<file path="config.mk">
export PLATFORM = sky130hd
export DESIGN_NAME = ram_infr
export DESIGN_NICKNAME = d
export VERILOG_FILES = /design/src/rtl/ram_infr.sv
export SDC_FILE = /design/constraint.sdc
export NUM_CORES = 1
export LEC_CHECK = 0
export CORE_MARGIN = 2
export CORE_UTILIZATION = 55
export DETAILED_ROUTE_END_ITERATION = 10
export PLACE_DENSITY = 0.72
export SLEW_MARGIN = 20
export SYNTH_ARGS = -nofsm -noshare
export SYNTH_HDL_FRONTEND = slang
export SYNTH_SLANG_ARGS = --single-unit
export TNS_END_PERCENT = 100
</file>
<file path="constraint.sdc">
create_clock -name clk -period 1.23 [get_ports clk]
set_clock_uncertainty 0.05 [all_clocks]
set_input_delay 0.246 -clock clk [delete_from_list [all_inputs] [get_ports clk]]
set_output_delay 0.246 -clock clk [all_outputs]
set_load 0.01 [all_outputs]
</file>
<file path="src/rtl/ram_infr.sv">
// Purpose: single-port RAM, synchronous write, registered read-first output port.
// Latency: write stored at the edge with we=1; read data valid one edge after a is sampled.
// Backpressure: none; a read or write is accepted on every edge.
module ram_infr #(
  parameter int ADDR_WIDTH = 5,
  parameter int DATA_WIDTH = 4
) (
  input  logic                  clk,
  input  logic                  rst_n,
  input  logic                  we,
  input  logic [ADDR_WIDTH-1:0] a,
  input  logic [DATA_WIDTH-1:0] di,
  output logic [DATA_WIDTH-1:0] dout
);

  localparam int DEPTH = 2 ** ADDR_WIDTH;

  logic [DATA_WIDTH-1:0] mem_q [DEPTH];
  logic [DATA_WIDTH-1:0] mem_d [DEPTH];
  logic [DATA_WIDTH-1:0] dout_q;
  logic [DATA_WIDTH-1:0] dout_d;

  // Next state: the read samples the pre-write word (read-first), the write updates one word.
  always_comb begin
    mem_d  = mem_q;
    dout_d = mem_q[a];
    if (we) begin
      mem_d[a] = di;
    end
  end

  // State update; reset clears the output register and every word without waiting for a clock.
  always_ff @(posedge clk or negedge rst_n) begin
    if (!rst_n) begin
      dout_q <= '0;
      for (int i = 0; i < DEPTH; i++) begin
        mem_q[i] <= '0;
      end
    end else begin
      dout_q <= dout_d;
      mem_q  <= mem_d;
    end
  end

  assign dout = dout_q;

endmodule

</file>
==> summary.txt, run 1 <==
Finish
  • Commonest non-fill, non-tap cells in the layout: dfrtp_1 (132), mux2_2 (99), mux2i_1 (48), buf_4 (34), mux2_4 (29)
  • Final nets: 534
  • P&R area growth vs syn: 29.0%
  • Layout cells sized above 1: 0.555
  • Most common cell after layout, fill and taps aside: dfrtp_1
  • Ant diodes: 0
  • Post-route insts no fill: 678
  • Post-Layout Inst Area: 0.00813 mm²
  • Final Util: 0.718

GRT
  • Grt total ovfl: 0
  • Vias in the first global route: 4307
  • GRT busiest layer: met2
  • Grt met3 use: 0.0716
  • Initial antenna violation count: 0
  • M2 GR Usage: 0.414
  • GR Util met1: 0.364
  • Largest net degree at the start of global routing: 43
  • First-pass GRT wire length: 24500 µm
  • GRT Total Usage: 0.263

Logic synthesis
  • Post-synth cell types: 29
  • Top cells by area, synth: dfrtp_1 (52%), mux2_2 (23%), mux2i_1 (10%)
  • Synth top area share: 0.524
  • Synth Cell Area: 0.00630 mm²
  • Syn Nets: 474
  • Dominant cell type by area after synthesis: dfrtp_1
  • Syn Area/Cell: 13.6 µm²
  • Ys Warns: 0
  • Register bit total from synthesis: 132
  • Post-synthesis cell count: 462
  • Sequential-to-total area share from yosys stat: 0.524

Critical path
  • Slowest cell on the critical path: dfrtp_1
  • CP delay by family, top: simple AND/OR/NAND/NOR gates
  • Reg2Reg Launch Point: mem_q[64]
  • Worst endpoint required time: 1.47 ns
  • Worst Path Buf+Inv: 0
  • CP max FO: 2
  • Crit path capture type: register
  • Crit-path max cell delay: 0.38 ns
  • Crit-path cells: mux2i_1 > o22ai_1 > nor4_1 > nand2_1
  • Critical Path Start Type: register
  • Crit path kind: register to register
  • Crit path from: mem_q[64]
  • Crit path depth: 4
  • Critical Path AT: 1.60 ns
  • Worst r2r path cells: 4

Timing
  • Max-slew violations: 0
  • Final Hold Fails: 0
  • Setup violators final: 8
  • Max-Slew Margin vs Limit: 0.765
  • Slew @ Worst Pin: 0.353 ns
  • RSZ-0062 raised after global routing: yes
  • Post-route minimum period: 1.36 ns
  • Final Cycle Share: 1.10
  • FMAX: 736 MHz
  • Worst setup margin: -0.128 ns

Power and ir drop
  • Clk pwr share: 0.378
  • Cell-internal power: 0.00948 W
  • Sequential Power Share: 0.443
  • NetSw: 0.00337 W
  • Leakage: 3.62 nW
  • Maximum vdd ir drop: 1710 µV
  • Power per Cell Area: 1580 mW/mm²
  • Sw frac: 0.262
  • Gate power share: 0.179

Drt
  • Final WL: 15200 µm
  • Vias per Instance: 5.97
  • Initial DRC Count: 333
  • Via count: 4048
  • DRT antenna net count: 0
  • DRT Pass-1 Iters: 4
  • WL/cell: 22.4 µm
  • DRC viols: 0

Die
  • Die Span Y: 111 µm
  • Num ports: 16
  • Initial core utilization: 0.556
  • CORE AREA: 0.0113 mm²
  • Std cell rows: 39
  • Die Width: 111 µm
  • Full die area: 0.0123 mm²

Placement
  • Number of buffers added on ports: 15
  • Placed Instances: 633
  • Placement Setup Slack: -1.02 ns
  • DP Area: 0.00703 mm²
  • Placer Congestion: 0.848
  • Detail Placement HPWL: 9640 µm

Clock network
  • Clock-pin slew on the worst setup and hold paths: 0.06 ns
  • CTS Root Cell: clkbuf_16
  • Htree depth: 4
  • Clock Tree Buf Depth: 2
  • CTS tree: done
  • TritonCTS Buffers: 17
  • Worst-Skew Late Latency: 0.42 ns
  • Clock sink count: 132

Hold path
  • Hold Crit Class: primary input to asynchronous set/reset pin

Run status
  • Status: finished, violations left
  • Failing checks: negative setup slack

Flow run
  • Maximum Capacitance Violations: 0
==> worst paths after layout <==
kind | endpoint | slack, ns
max in group asynchronous | mem_q[101] | 0.46
worst min-delay path | mem_q[39] | 0.18
worst min register to register | mem_q[13] | 0.45
worst max-delay path | dout[0] | -0.13
worst max register to register | dout[0] | -0.13
min in group clk | mem_q[33] | 0.41
==> per-stage QoR <==
stage	TNS [ns]	hold slack [ns]	power, W
CTS	-0.336	0.163	0.0129
floorplan	-14.46	-0.0996	0.00700
global placement	-99.37	0.0725	0.00765
global route	-0.782	0.174	0.0134
detailed placement	-101.31	0.0689	0.00774
finish	-0.433	0.177	0.0129
==> power by group through the flow <==
stage,combinational [W],clock [W],sequential [W]
floorplan,0.00143,0,0.00558
global placement,0.00198,0,0.00566
detailed placement,0.00204,0,0.00570
CTS,0.00226,0.00495,0.00568
global route,0.00246,0.00514,0.00579
finish,0.00230,0.00486,0.00569
==> per-layer routing <==
layer | vias up | part of all wire
li1 | 1848 | -
met1 | 2119 | 0.45
met2 | 67 | 0.49
met3 | 14 | 0.041
met4 | 0 | 0.013
met5 | - | 0
==> sequential cells by signal, summed over array words and instances, names as in the netlist <==
register / count
dout: 4
mem_q: 128
==> Yosys cell counts <==
cell,n
dfrtp_1,132
mux2_2,127
mux2i_1,64
o22ai_1,32
nand2_1,18
clkbuf_1,12
nor4_1,8
nor2_1,7
nor2_2,7
buf_2,6
buf_6,6
nand3_1,6
buf_4,4
nand4b_1,4
nor3_4,4
or4b_1,4
or4bb_1,4
nand3b_1,3
nor3b_2,3
nand4bb_1,2
and3_1,1
and3b_1,1
clkbuf_2,1
mux2_1,1
nand4_1,1
nor3_1,1
or2_2,1
or3b_4,1
or4_1,1
==> repair_timing <==
item / CTS / global route
resized for setup: 114 / 9
hold buffers: 1 / 0
buffers inserted: 7 / 1
hold endpoints to repair: 132 / 0
pin swaps: 23 / 7
gates cloned: 3 / 1
setup endpoints to repair: 136 / 31
==> area by class of cell <==
class	count	area, µm²
Clock inverter	14	138
Timing Repair Buffer	70	768
Tap cell	143	179
Fill cell	733	3200
Clock buffer	18	429
Sequential cell	132	3300
Multi-Input combinational cell	301	3310
==> kinds of logic after synthesis <==
group           Yosys count  share of synthesized area
flops                   132                      0.524
buf+inv                  29                     0.0282
compound gates           32                     0.0318
mux                     192                      0.330
simple gates             77                     0.0852
No activity file was read; power rests on OpenSTA's default activity.
==> run 2: changes to the inputs <==
--- a/config.mk
+++ b/config.mk
@@ -8,7 +8,7 @@
 export CORE_MARGIN = 2
 export CORE_UTILIZATION = 55
 export DETAILED_ROUTE_END_ITERATION = 10
-export PLACE_DENSITY = 0.72
+export PLACE_DENSITY = 0.75
 export SLEW_MARGIN = 20
 export SYNTH_ARGS = -nofsm -noshare
 export SYNTH_HDL_FRONTEND = slang
==> constraint.sdc (replaced) <==
create_clock -name clk -period 1.2 [get_ports clk]
set_clock_uncertainty 0.05 [all_clocks]
set_input_delay 0.24 -clock clk [delete_from_list [all_inputs] [get_ports clk]]
set_output_delay 0.24 -clock clk [all_outputs]
set_load 0.01 [all_outputs]
==> run 2 against run 1 <==
  * Hold slack gained 0.069 ns
  * Final area is 5.5% higher
  * Sequential cell count is the same
  * Utilization rose by 3.9 points
  * The run still ends with negative setup slack left
  * Critical path type unchanged
  * Routed wire length up 19%
  * Sequential power up 3.7%
  * Power grew 6.9%
  * First-iteration DRC count rose by 9.0%
  * Register-to-register slack lost 0.27 ns
  * Critical path depth did not move
  * Worst setup slack got worse by 0.27 ns
  * Highest routed layer unchanged
==> summary.txt, run 2 (same netlist as run 1, synthesis figures left out) <==
Run status
  • Status: finished, violations left
  • Failing checks: negative setup slack

Clock network
  • Worst-Skew Late Latency: 0.43 ns
  • Clock-pin slew on the worst setup and hold paths: 0.06 ns
  • Clock Tree Buf Depth: 2
  • CTS Root Cell: clkbuf_16
  • CTS tree: done
  • Clock sink count: 132
  • TritonCTS Buffers: 17
  • Htree depth: 4

Die
  • Full die area: 0.0123 mm²
  • Die Span Y: 111 µm
  • Die Width: 111 µm
  • Std cell rows: 39
  • Num ports: 16
  • CORE AREA: 0.0113 mm²
  • Initial core utilization: 0.556

Critical path
  • Crit path from: mem_q[50]
  • Critical Path Start Type: register
  • Crit path kind: register to register
  • Worst endpoint required time: 1.43 ns
  • Reg2Reg Launch Point: mem_q[50]
  • Crit path capture type: register
  • CP max FO: 2
  • Critical Path AT: 1.83 ns

Placement
  • DP Area: 0.00704 mm²
  • Placer Congestion: 0.883
  • Detail Placement HPWL: 9740 µm
  • Number of buffers added on ports: 15
  • Placed Instances: 634

Timing
  • Worst setup margin: -0.402 ns
  • WHS: 0.246 ns
  • Setup violators final: 28
  • RSZ-0062 raised after global routing: yes
  • Slew @ Worst Pin: 0.413 ns
  • Max-Slew Margin vs Limit: 0.722
  • Final Cycle Share: 1.34
  • FMAX: 624 MHz
  • Final Hold Fails: 0
  • Post-route minimum period: 1.60 ns
  • Max-slew violations: 0

Finish
  • Post-route insts no fill: 693
  • Max reg flops: 128
  • Ant diodes: 0
  • P&R area growth vs syn: 36.0%
  • Final nets: 553
  • Post-Layout Inst Area: 0.00857 mm²
  • Layout cells sized above 1: 0.595
  • Final Util: 0.757
  • # fillers: 637
  • Most flops, register: mem_q
  • Most common cell after layout, fill and taps aside: dfrtp_1
  • Commonest non-fill, non-tap cells in the layout: dfrtp_1 (132), mux2_2 (88), mux2i_1 (46), mux2_4 (40), buf_4 (39)

GRT
  • Vias in the first global route: 4686
  • GRT Total Usage: 0.284
  • Initial antenna violation count: 0
  • Largest net degree at the start of global routing: 33
  • First-pass GRT wire length: 26600 µm
  • Grt total ovfl: 0

Power and ir drop
  • Power per Cell Area: 1600 mW/mm²
  • Leakage: 3.83 nW
  • Maximum vdd ir drop: 1510 µV
  • NetSw: 0.00356 W
  • Clk pwr share: 0.377
  • Cell-internal power: 0.0102 W
  • Sw frac: 0.259
  • Sequential Power Share: 0.429
  • Gate power share: 0.193

Drt
  • Final WL: 18100 µm
  • WL/cell: 26.1 µm
  • Via count: 4450
  • DRT antenna net count: 0
  • Vias per Instance: 6.42
  • Initial DRC Count: 363
  • DRC viols: 0
  • DRT Pass-1 Iters: 5

Flow run
  • Maximum Capacitance Violations: 0

Hold path
  • Hold Crit Class: primary input to asynchronous set/reset pin
-- run 2: area by class of cell --
class | count | area [µm²] | share of cell area
tap | 143 | 179 | 0.0209
clock inverter | 5 | 103 | 0.0120
multi-input combinational | 301 | 3410 | 0.398
timing repair buffer | 89 | 1110 | 0.129
clock buffer | 23 | 468 | 0.0546
sequential | 132 | 3300 | 0.385
-- run 2: repair_timing --
item / CTS / global route
buffers inserted: 10 / 13
endpoints found under the hold margin: 16 / 0
setup endpoints to repair: 136 / 93
hold buffers: 1 / 0
pin swaps: 32 / 24
gates resized for setup: 127 / 47
gates cloned: 5 / 2
-- run 2: final timing paths --
kind / to / slack [ns] / cells after the start
worst max-delay path: dout[2] / -0.40 / 4
worst min-delay path: mem_q[64] / 0.25 / 2
worst max register to register: dout[2] / -0.40 / 4
worst min register to register: mem_q[87] / 0.45 / 1
max in group asynchronous: mem_q[51] / 0.36 / 3
min in group clk: mem_q[103] / 0.31 / 4
-- run 2: power by group through the flow --
stage               logic (W)  registers (W)  clock network, W
finish                0.00266        0.00590           0.00519
global route          0.00281        0.00598           0.00543
CTS                   0.00242        0.00583           0.00517
detailed placement    0.00210        0.00586                 0
global placement      0.00201        0.00581                 0
floorplan             0.00147        0.00572                 0
-- run 2: worst max-delay path, stage by stage (launching register included) --
cell and delay, ns:
dfrtp_1 0.38, mux2i_1 0.25, o22ai_2 0.16, nor4_2 0.46, nand2_1 0.17
-- run 2: metrics by stage --
step | power [W] | setup slack (ns) | setup TNS, ns
finish | 0.0137 | -0.402 | -1.35
CTS | 0.0134 | -0.120 | -0.783
floorplan | 0.00718 | -0.273 | -17.40
global route | 0.0142 | -0.392 | -1.71
global placement | 0.00782 | -0.969 | -105.59
detailed placement | 0.00795 | -0.993 | -109.22
-- run 2: layer usage --
metal,routed length [µm],global-route usage
met4,823,0.109
met3,1140,0.0733
met5,0,0
met2,8970,0.455
met1,7150,0.375
